===== src/rtl/mux_pkg.sv =====
`default_nettype none
// ============================================================================
//  Module      : mux_pkg
//  Description : Shared helpers for the data_mux slice.
//  Revision    : 1.0 - initial release
// ============================================================================
package mux_pkg;

    // Select width for an n-way mux; a 1-bit select is the minimum.
    function automatic int sel_width(input int n);
        return (n < 2) ? 1 : $clog2(n);
    endfunction

endpackage : mux_pkg
`default_nettype wire


===== src/rtl/data_mux_if.sv =====
`default_nettype none
// ============================================================================
//  Module      : data_mux_if
//  Description : Data/select/result bundle between a data_mux and its user.
//  Revision    : 1.0 - initial release
// ============================================================================
interface data_mux_if
    import mux_pkg::*;
#(
    parameter int NUM_INPUTS = 6,
    parameter int DATA_WIDTH = 8
);
    localparam int SEL_WIDTH = sel_width(NUM_INPUTS);

    logic [NUM_INPUTS*DATA_WIDTH-1:0] i_data_bus;
    logic [SEL_WIDTH-1:0]             i_select;
    logic [DATA_WIDTH-1:0]            o_output;
    logic                             o_sel_err;
    logic [DATA_WIDTH-1:0]            o_output_q;
    logic                             o_sel_err_q;

    modport master (
        output i_data_bus,
        output i_select,
        input  o_output,
        input  o_sel_err,
        input  o_output_q,
        input  o_sel_err_q
    );

    modport slave (
        input  i_data_bus,
        input  i_select,
        output o_output,
        output o_sel_err,
        output o_output_q,
        output o_sel_err_q
    );

endinterface : data_mux_if
`default_nettype wire


===== src/rtl/mux_out_reg.sv =====
`default_nettype none
// ============================================================================
//  Module      : mux_out_reg
//  Description : Async-reset register stage for the mux result and error flag.
//  Revision    : 1.0 - initial release
// ============================================================================
module mux_out_reg #(
    parameter int WIDTH = 9
) (
    input  wire logic             i_clk,
    input  wire logic             i_rst,
    input  wire logic [WIDTH-1:0] i_d,
    output logic      [WIDTH-1:0] o_q
);

    logic [WIDTH-1:0] data_q;

    always_ff @(posedge i_clk or posedge i_rst) begin
        if (i_rst) begin
            data_q <= '0;
        end else begin
            data_q <= i_d;
        end
    end

    assign o_q = data_q;

endmodule : mux_out_reg
`default_nettype wire


===== src/rtl/data_mux.sv =====
`default_nettype none
// ============================================================================
//  Module      : data_mux
//  Description : N:1 word selector with combinational and registered outputs
//                plus an out-of-range select flag.
//  Revision    : 1.0 - initial release
// ============================================================================
module data_mux
    import mux_pkg::*;
#(
    parameter int NUM_INPUTS = 6,
    parameter int DATA_WIDTH = 8
) (
    input  wire logic i_clk,
    input  wire logic i_rst,
    data_mux_if.slave bus
);

    localparam int SEL_WIDTH = sel_width(NUM_INPUTS);

    if (NUM_INPUTS < 2 || DATA_WIDTH < 1) begin : g_param_check
        $error("data_mux: NUM_INPUTS must be >= 2 and DATA_WIDTH >= 1");
    end

    logic [DATA_WIDTH-1:0] sel_word;
    logic                  sel_err;
    logic [DATA_WIDTH:0]   sel_d;
    logic [DATA_WIDTH:0]   sel_q;

    // Unmatched selects fall through to zero with the error flag still set.
    always_comb begin
        sel_word = '0;
        sel_err  = 1'b1;
        for (int k = 0; k < NUM_INPUTS; k++) begin
            if (bus.i_select == SEL_WIDTH'(k)) begin
                sel_word = bus.i_data_bus[k*DATA_WIDTH +: DATA_WIDTH];
                sel_err  = 1'b0;
            end
        end
    end

    assign sel_d = {sel_err, sel_word};

    mux_out_reg #(
        .WIDTH (DATA_WIDTH + 1)
    ) u_out_reg (
        .i_clk (i_clk),
        .i_rst (i_rst),
        .i_d   (sel_d),
        .o_q   (sel_q)
    );

    assign bus.o_output    = sel_word;
    assign bus.o_sel_err   = sel_err;
    assign bus.o_output_q  = sel_q[DATA_WIDTH-1:0];
    assign bus.o_sel_err_q = sel_q[DATA_WIDTH];

endmodule : data_mux
`default_nettype wire


===== src/flat_wrapper.sv =====
// flat-port wrapper written by rule: the top's interface ports become plain ports
module data_mux_flat import mux_pkg::*;
#(
    parameter int NUM_INPUTS = 6,
    parameter int DATA_WIDTH = 8
)
  (i_clk, i_rst, bus_i_data_bus, bus_i_select, bus_o_output, bus_o_sel_err, bus_o_output_q, bus_o_sel_err_q);
  data_mux_if #(.NUM_INPUTS(NUM_INPUTS), .DATA_WIDTH(DATA_WIDTH)) bus_i ();
  input  wire logic i_clk;
  input  wire logic i_rst;
  input wire logic [$bits(bus_i.i_data_bus)-1:0] bus_i_data_bus;
  input wire logic [$bits(bus_i.i_select)-1:0] bus_i_select;
  output wire logic [$bits(bus_i.o_output)-1:0] bus_o_output;
  output wire logic [$bits(bus_i.o_sel_err)-1:0] bus_o_sel_err;
  output wire logic [$bits(bus_i.o_output_q)-1:0] bus_o_output_q;
  output wire logic [$bits(bus_i.o_sel_err_q)-1:0] bus_o_sel_err_q;
  assign bus_i.i_data_bus = bus_i_data_bus;
  assign bus_i.i_select = bus_i_select;
  assign bus_o_output = bus_i.o_output;
  assign bus_o_sel_err = bus_i.o_sel_err;
  assign bus_o_output_q = bus_i.o_output_q;
  assign bus_o_sel_err_q = bus_i.o_sel_err_q;
  data_mux #(.NUM_INPUTS(NUM_INPUTS), .DATA_WIDTH(DATA_WIDTH)) u_core (.i_clk(i_clk), .i_rst(i_rst), .bus(bus_i));
endmodule

===== config.mk =====
export PLATFORM = sky130hd
export DESIGN_NAME = data_mux_flat
export DESIGN_NICKNAME = d
export VERILOG_FILES = /design/src/rtl/mux_pkg.sv /design/src/rtl/data_mux_if.sv /design/src/rtl/mux_out_reg.sv /design/src/rtl/data_mux.sv /design/src/flat_wrapper.sv
export SDC_FILE = /design/constraint.sdc
export NUM_CORES = 1
export LEC_CHECK = 0
export CORE_MARGIN = 2
export CORE_UTILIZATION = 29
export DETAILED_ROUTE_END_ITERATION = 10
export PLACE_DENSITY_LB_ADDON = 0.3
export SLEW_MARGIN = 20
export SYNTH_ARGS = -nofsm -noshare
export SYNTH_HDL_FRONTEND = slang
export SYNTH_SLANG_ARGS = --single-unit

===== constraint.sdc =====
create_clock -name i_clk -period 1.4 [get_ports i_clk]
set_clock_uncertainty 0.05 [all_clocks]
set_input_delay 0.21 -clock i_clk [delete_from_list [all_inputs] [get_ports i_clk]]
set_output_delay 0.21 -clock i_clk [all_outputs]
set_load 0.1 [all_outputs]

### Yosys cells after proc, flatten, opt, wreduce, memory -nomap -nowiden

Cells that the tools add are included.

* bits in registers: 9
* input bits: 53
* output and inout port bits: 18
* logic and storage cells: 19

* eq/ne operators: 5
* multiplexer cells: 12
* reductions and logical operators: 1

Operators by type and width (count)
* 8-bit 2-to-1 mux: 6
* 3-bit by 2-bit == test with 1-bit output, second input constant: 2
* 3-bit == test, second input constant: 2
* 1-bit 2-to-1 mux: 6
* 3-bit by 1-bit == test with 1-bit output, second input constant: 1
* 3-bit zero test: 1

### Logic depth before layout (Yosys ltp)

* word-level depth: 7
* depth in mapped cells: 5

### Modules after synthesis

A second synthesis with hierarchy kept.

* cell total of the unflattened synthesis: 58
* area, all modules: 693.2 um^2

By module, submodules not included
* data_mux: times used 1, cells each 48, area each 464.2 um^2
* mux_out_reg: times used 1, cells each 10, area each 229.0 um^2

### Worst setup path after synthesis

No wires, ideal clock.

* kind: input port to flip-flop
* start point: input port bus_i_select[0]
* end point: register u_core.u_out_reg.data_q[5] (netlist: u_core.u_out_reg.o_q[5])
* library setup time: 296 ps
* arrival time: 2292 ps
* data required time: 1054 ps
* path slack: -1238 ps
* stages: 4
* path through: buf_6 clkbuf_4 o21a_1 o221ai_1

* word-level cells in the longest chain between the ends: 7
* elaborated cells on any way between the ends: 12

RTL lines
* start: declaration: RTL line flat_wrapper.sv:12 `input wire logic [$bits(bus_i.i_select)-1:0] bus_i_select;`
* 3-bit zero test: RTL line data_mux.sv:35 `if (bus.i_select == SEL_WIDTH'(k)) begin`
* 8-bit 2-to-1 mux (5 in series): RTL line data_mux.sv:35
* 8-bit 2-to-1 mux (*): RTL line data_mux.sv:35
* net bus_o_output[5]: RTL line flat_wrapper.sv:13 `output wire logic [$bits(bus_i.o_output)-1:0] bus_o_output;`
* end signal: assignment: RTL line mux_out_reg.sv:22 `data_q <= i_d;`
* end: declaration: RTL line mux_out_reg.sv:16 `logic [WIDTH-1:0] data_q;`

Mark *: on every way through the listed nets, which the timed path passes. The rest lies on a longest branch.

### Worst setup path in the final report

* start point: input port bus_i_select[1]
* end point: output port bus_o_output[4]

* word-level cells in the longest chain between the ends: 7
* elaborated cells on any way between the ends: 12

RTL lines (RTL line)
* 3-bit zero test: data_mux.sv:35
* 8-bit 2-to-1 mux (5 in series): data_mux.sv:35
* 8-bit 2-to-1 mux (*): data_mux.sv:35
* end: declaration: flat_wrapper.sv:13

Every way passes the cells marked *; elsewhere a longest branch is shown, timed or not.

==> flow_metrics.py <==
metrics = {
    "route": {
        "dr.pass1.iters": 4,
        "wl_per_cell_um": 21.1,
        "drtIter0Drc": 18,
        "wl_um": 3690,
        "vias": 925,
        "vias_per_cell": 5.29,
        "drc": 0,
        "ant_nets": 0,
    },
    "placed_design": {
        "gp_congestion": 0.768,
        "place_area_um2": 1770,
        "dpl.hpwl_um": 2330,
        "port_buffers": 70,
    },
    "clock_tree": {
        "cts_buffer_depth": 2,
        "cts.sinks": 9,
        "tritoncts": "done",
        "cts.clk_slew.worst_paths_ns": 0.07,
        "cts-hold-fix-buffers": 0,
        "clockRootBuffer": "clkbuf_4",
        "cts-htree-levels": 1,
        "cts_buffers": 3,
    },
    "timing": {
        "slew_violations": 0,
        "period_needed_ns": 1.49,
        "worst-slew-pin-transition_ns": 0.322,
        "holdWs_ns": 0.154,
        "fin_crit_sh": 1.06,
        "rsz0062_at_grt": "true",
        "finalSetupViolCount": 8,
        "hold_viol_final": 0,
        "slew_headroom": 0.785,
        "fmax_ghz": 0.672,
        "worst_slack_ns": -0.0873,
    },
    "power_and_ir_drop": {
        "power.density_nw_per_um2": 807,
        "leakagePower_nw": 0.842,
        "worst_ir_drop_vdd_uv": 641,
    },
    "layout": {
        "mostFrequentLayoutCells": "dlygate4sd2_1 (36), buf_12 (21), dfrtp_1 (9)",
        "fin_nets": 201,
        "stdcell_area_um2": 1920,
        "num_antenna_cells": 0,
        "drive_gt1_frac": 0.449,
        "largest_reg_flops": 9,
        "layout_commonest_cell": "dlygate4sd2_1",
        "area_delta_synth_final_pct": 177,
    },
    "global_routing": {
        "overflow": 0,
        "grt_pass1_vias": 980,
        "grt_max_degree": 10,
        "antenna_found_initial": 0,
        "grt_pass1_wl_um": 5490,
        "grt_use_total": 0.291,
    },
    "run_status": {
        "violations": "setup timing",
        "status": "finished with violations",
    },
    "setup_path": {
        "crit_type": "primary input to output port",
        "worstPathArrival_ns": 1.23,
        "worst_ep_required_time_ns": 1.14,
        "worstPathMaxFanout": 5,
        "crit_path_start_kind": "primary input",
        "worst_setup_path_end_kind": "output port",
    },
    "floorplanning": {
        "dieArea_um2": 2800,
        "io_pins": 71,
        "rows": 17,
        "core_um2": 2230,
        "chipHeight_um": 52.9,
        "start_util": 0.311,
        "die-width_um": 52.9,
    },
    "job": {
        "cap_violations": 0,
    },
    "synthesis": {
        "yosys_warnings": 0,
        "synth_cell_type_count": 20,
        "ys_ff_latch": 9,
        "syn_inst": 67,
        "netlist_area_um2": 694,
        "syn_nets": 120,
        "syn_avg_cell_area_um2": 10.4,
        "seq_area_frac_synth": 0.324,
    },
    "hold_path": {
        "hp-class": "primary input to async pin",
    },
}
critical path: stages:
cell	delay [ns]
buf_12	0.12
buf_12	0.13
mux2i_1	0.13
o21a_1	0.22
o221ai_4	0.21
buf_12	0.21
report_power, final:
| part | switching [mW] | total, mW | internal [mW] |
|---|---|---|---|
| sequential | 0.0254 | 0.311 | 0.285 |
| combinational | 0.589 | 1.03 | 0.443 |
| clock | 0.104 | 0.210 | 0.106 |
Yosys cell counts, drive strengths merged:
library cell	number	area [µm²]
nand2b	1	6.26
nand2	7	26.3
o21a	7	52.6
o22ai	1	6.26
mux4	1	22.5
inv	1	3.75
mux2i	15	150
and3b	1	8.76
o221ai	7	67.6
dfrtp	9	225
nand3b	7	52.6
clkbuf	3	16.3
clkinv	1	3.75
buf	5	46.3
and2	1	6.26
routing by layer:
metal  vias up  routed length, µm  GRT usage  share of wire
li1        411                  -          -              -
met5         -                  0          0              0
met1       441               1200      0.295           0.33
met3        16                284     0.0706          0.077
met2        57               2030      0.546           0.55
met4         0                173      0.145          0.047
area by class of cell:
cell class / count / area, µm²
inverter: 2 / 8.76
multi-input combinational: 48 / 602
sequential: 9 / 225
clock inverter: 1 / 5.00
fill: 108 / 309
timing repair buffer: 84 / 1030
tap: 28 / 35.0
clock buffer: 3 / 22.5
stage by stage:
stage	std cells	total power, mW	utilization	setup TNS, ns	setup WS, ns
5_1_grt	175	1.60	0.862	-0.756	-0.122
4_1_cts	173	1.51	0.850	-0.364	-0.0768
2_1_floorplan	67	0.870	-	-2.91	-0.221
3_5_place_dp	165	1.29	0.790	-7.72	-0.617
6_report	175	1.55	0.862	-0.460	-0.0873
3_3_place_gp	165	1.28	0.790	-6.43	-0.523
kinds of logic (layout without fill, tap and decap cells):
group / after synthesis / after routing / synth area share
buffers and inverters: 10 / 90 / 0.101
AND/OR/NAND/NOR: 17 / 17 / 0.144
flip-flops: 9 / 9 / 0.324
AO/OA/AOI/OAI: 15 / 15 / 0.182
multiplexers: 16 / 16 / 0.249
path summary, 6_finish.rpt:
check | start | endpoint | slack [ns] | cells after the start
setup / recovery | bus_i_select[1] | bus_o_output[4] | -0.09 | 6
hold / removal | i_rst | u_core.u_out_reg.o_q[1] | 0.15 | 2
max in group asynchronous | i_rst | u_core.u_out_reg.o_q[2] | 0.90 | 2
min in group i_clk | bus_i_select[1] | u_core.u_out_reg.o_q[8] | 0.34 | 3
what timing repair did:
item,4_1_cts,5_1_grt
setup endpoints to repair,16,8
gates cloned,3,0
pin swaps,15,5
resized for setup,89,2
setup buffers,2,2
endpoints found under the hold margin,0,0
No activity file was read; power rests on OpenSTA's default activity.
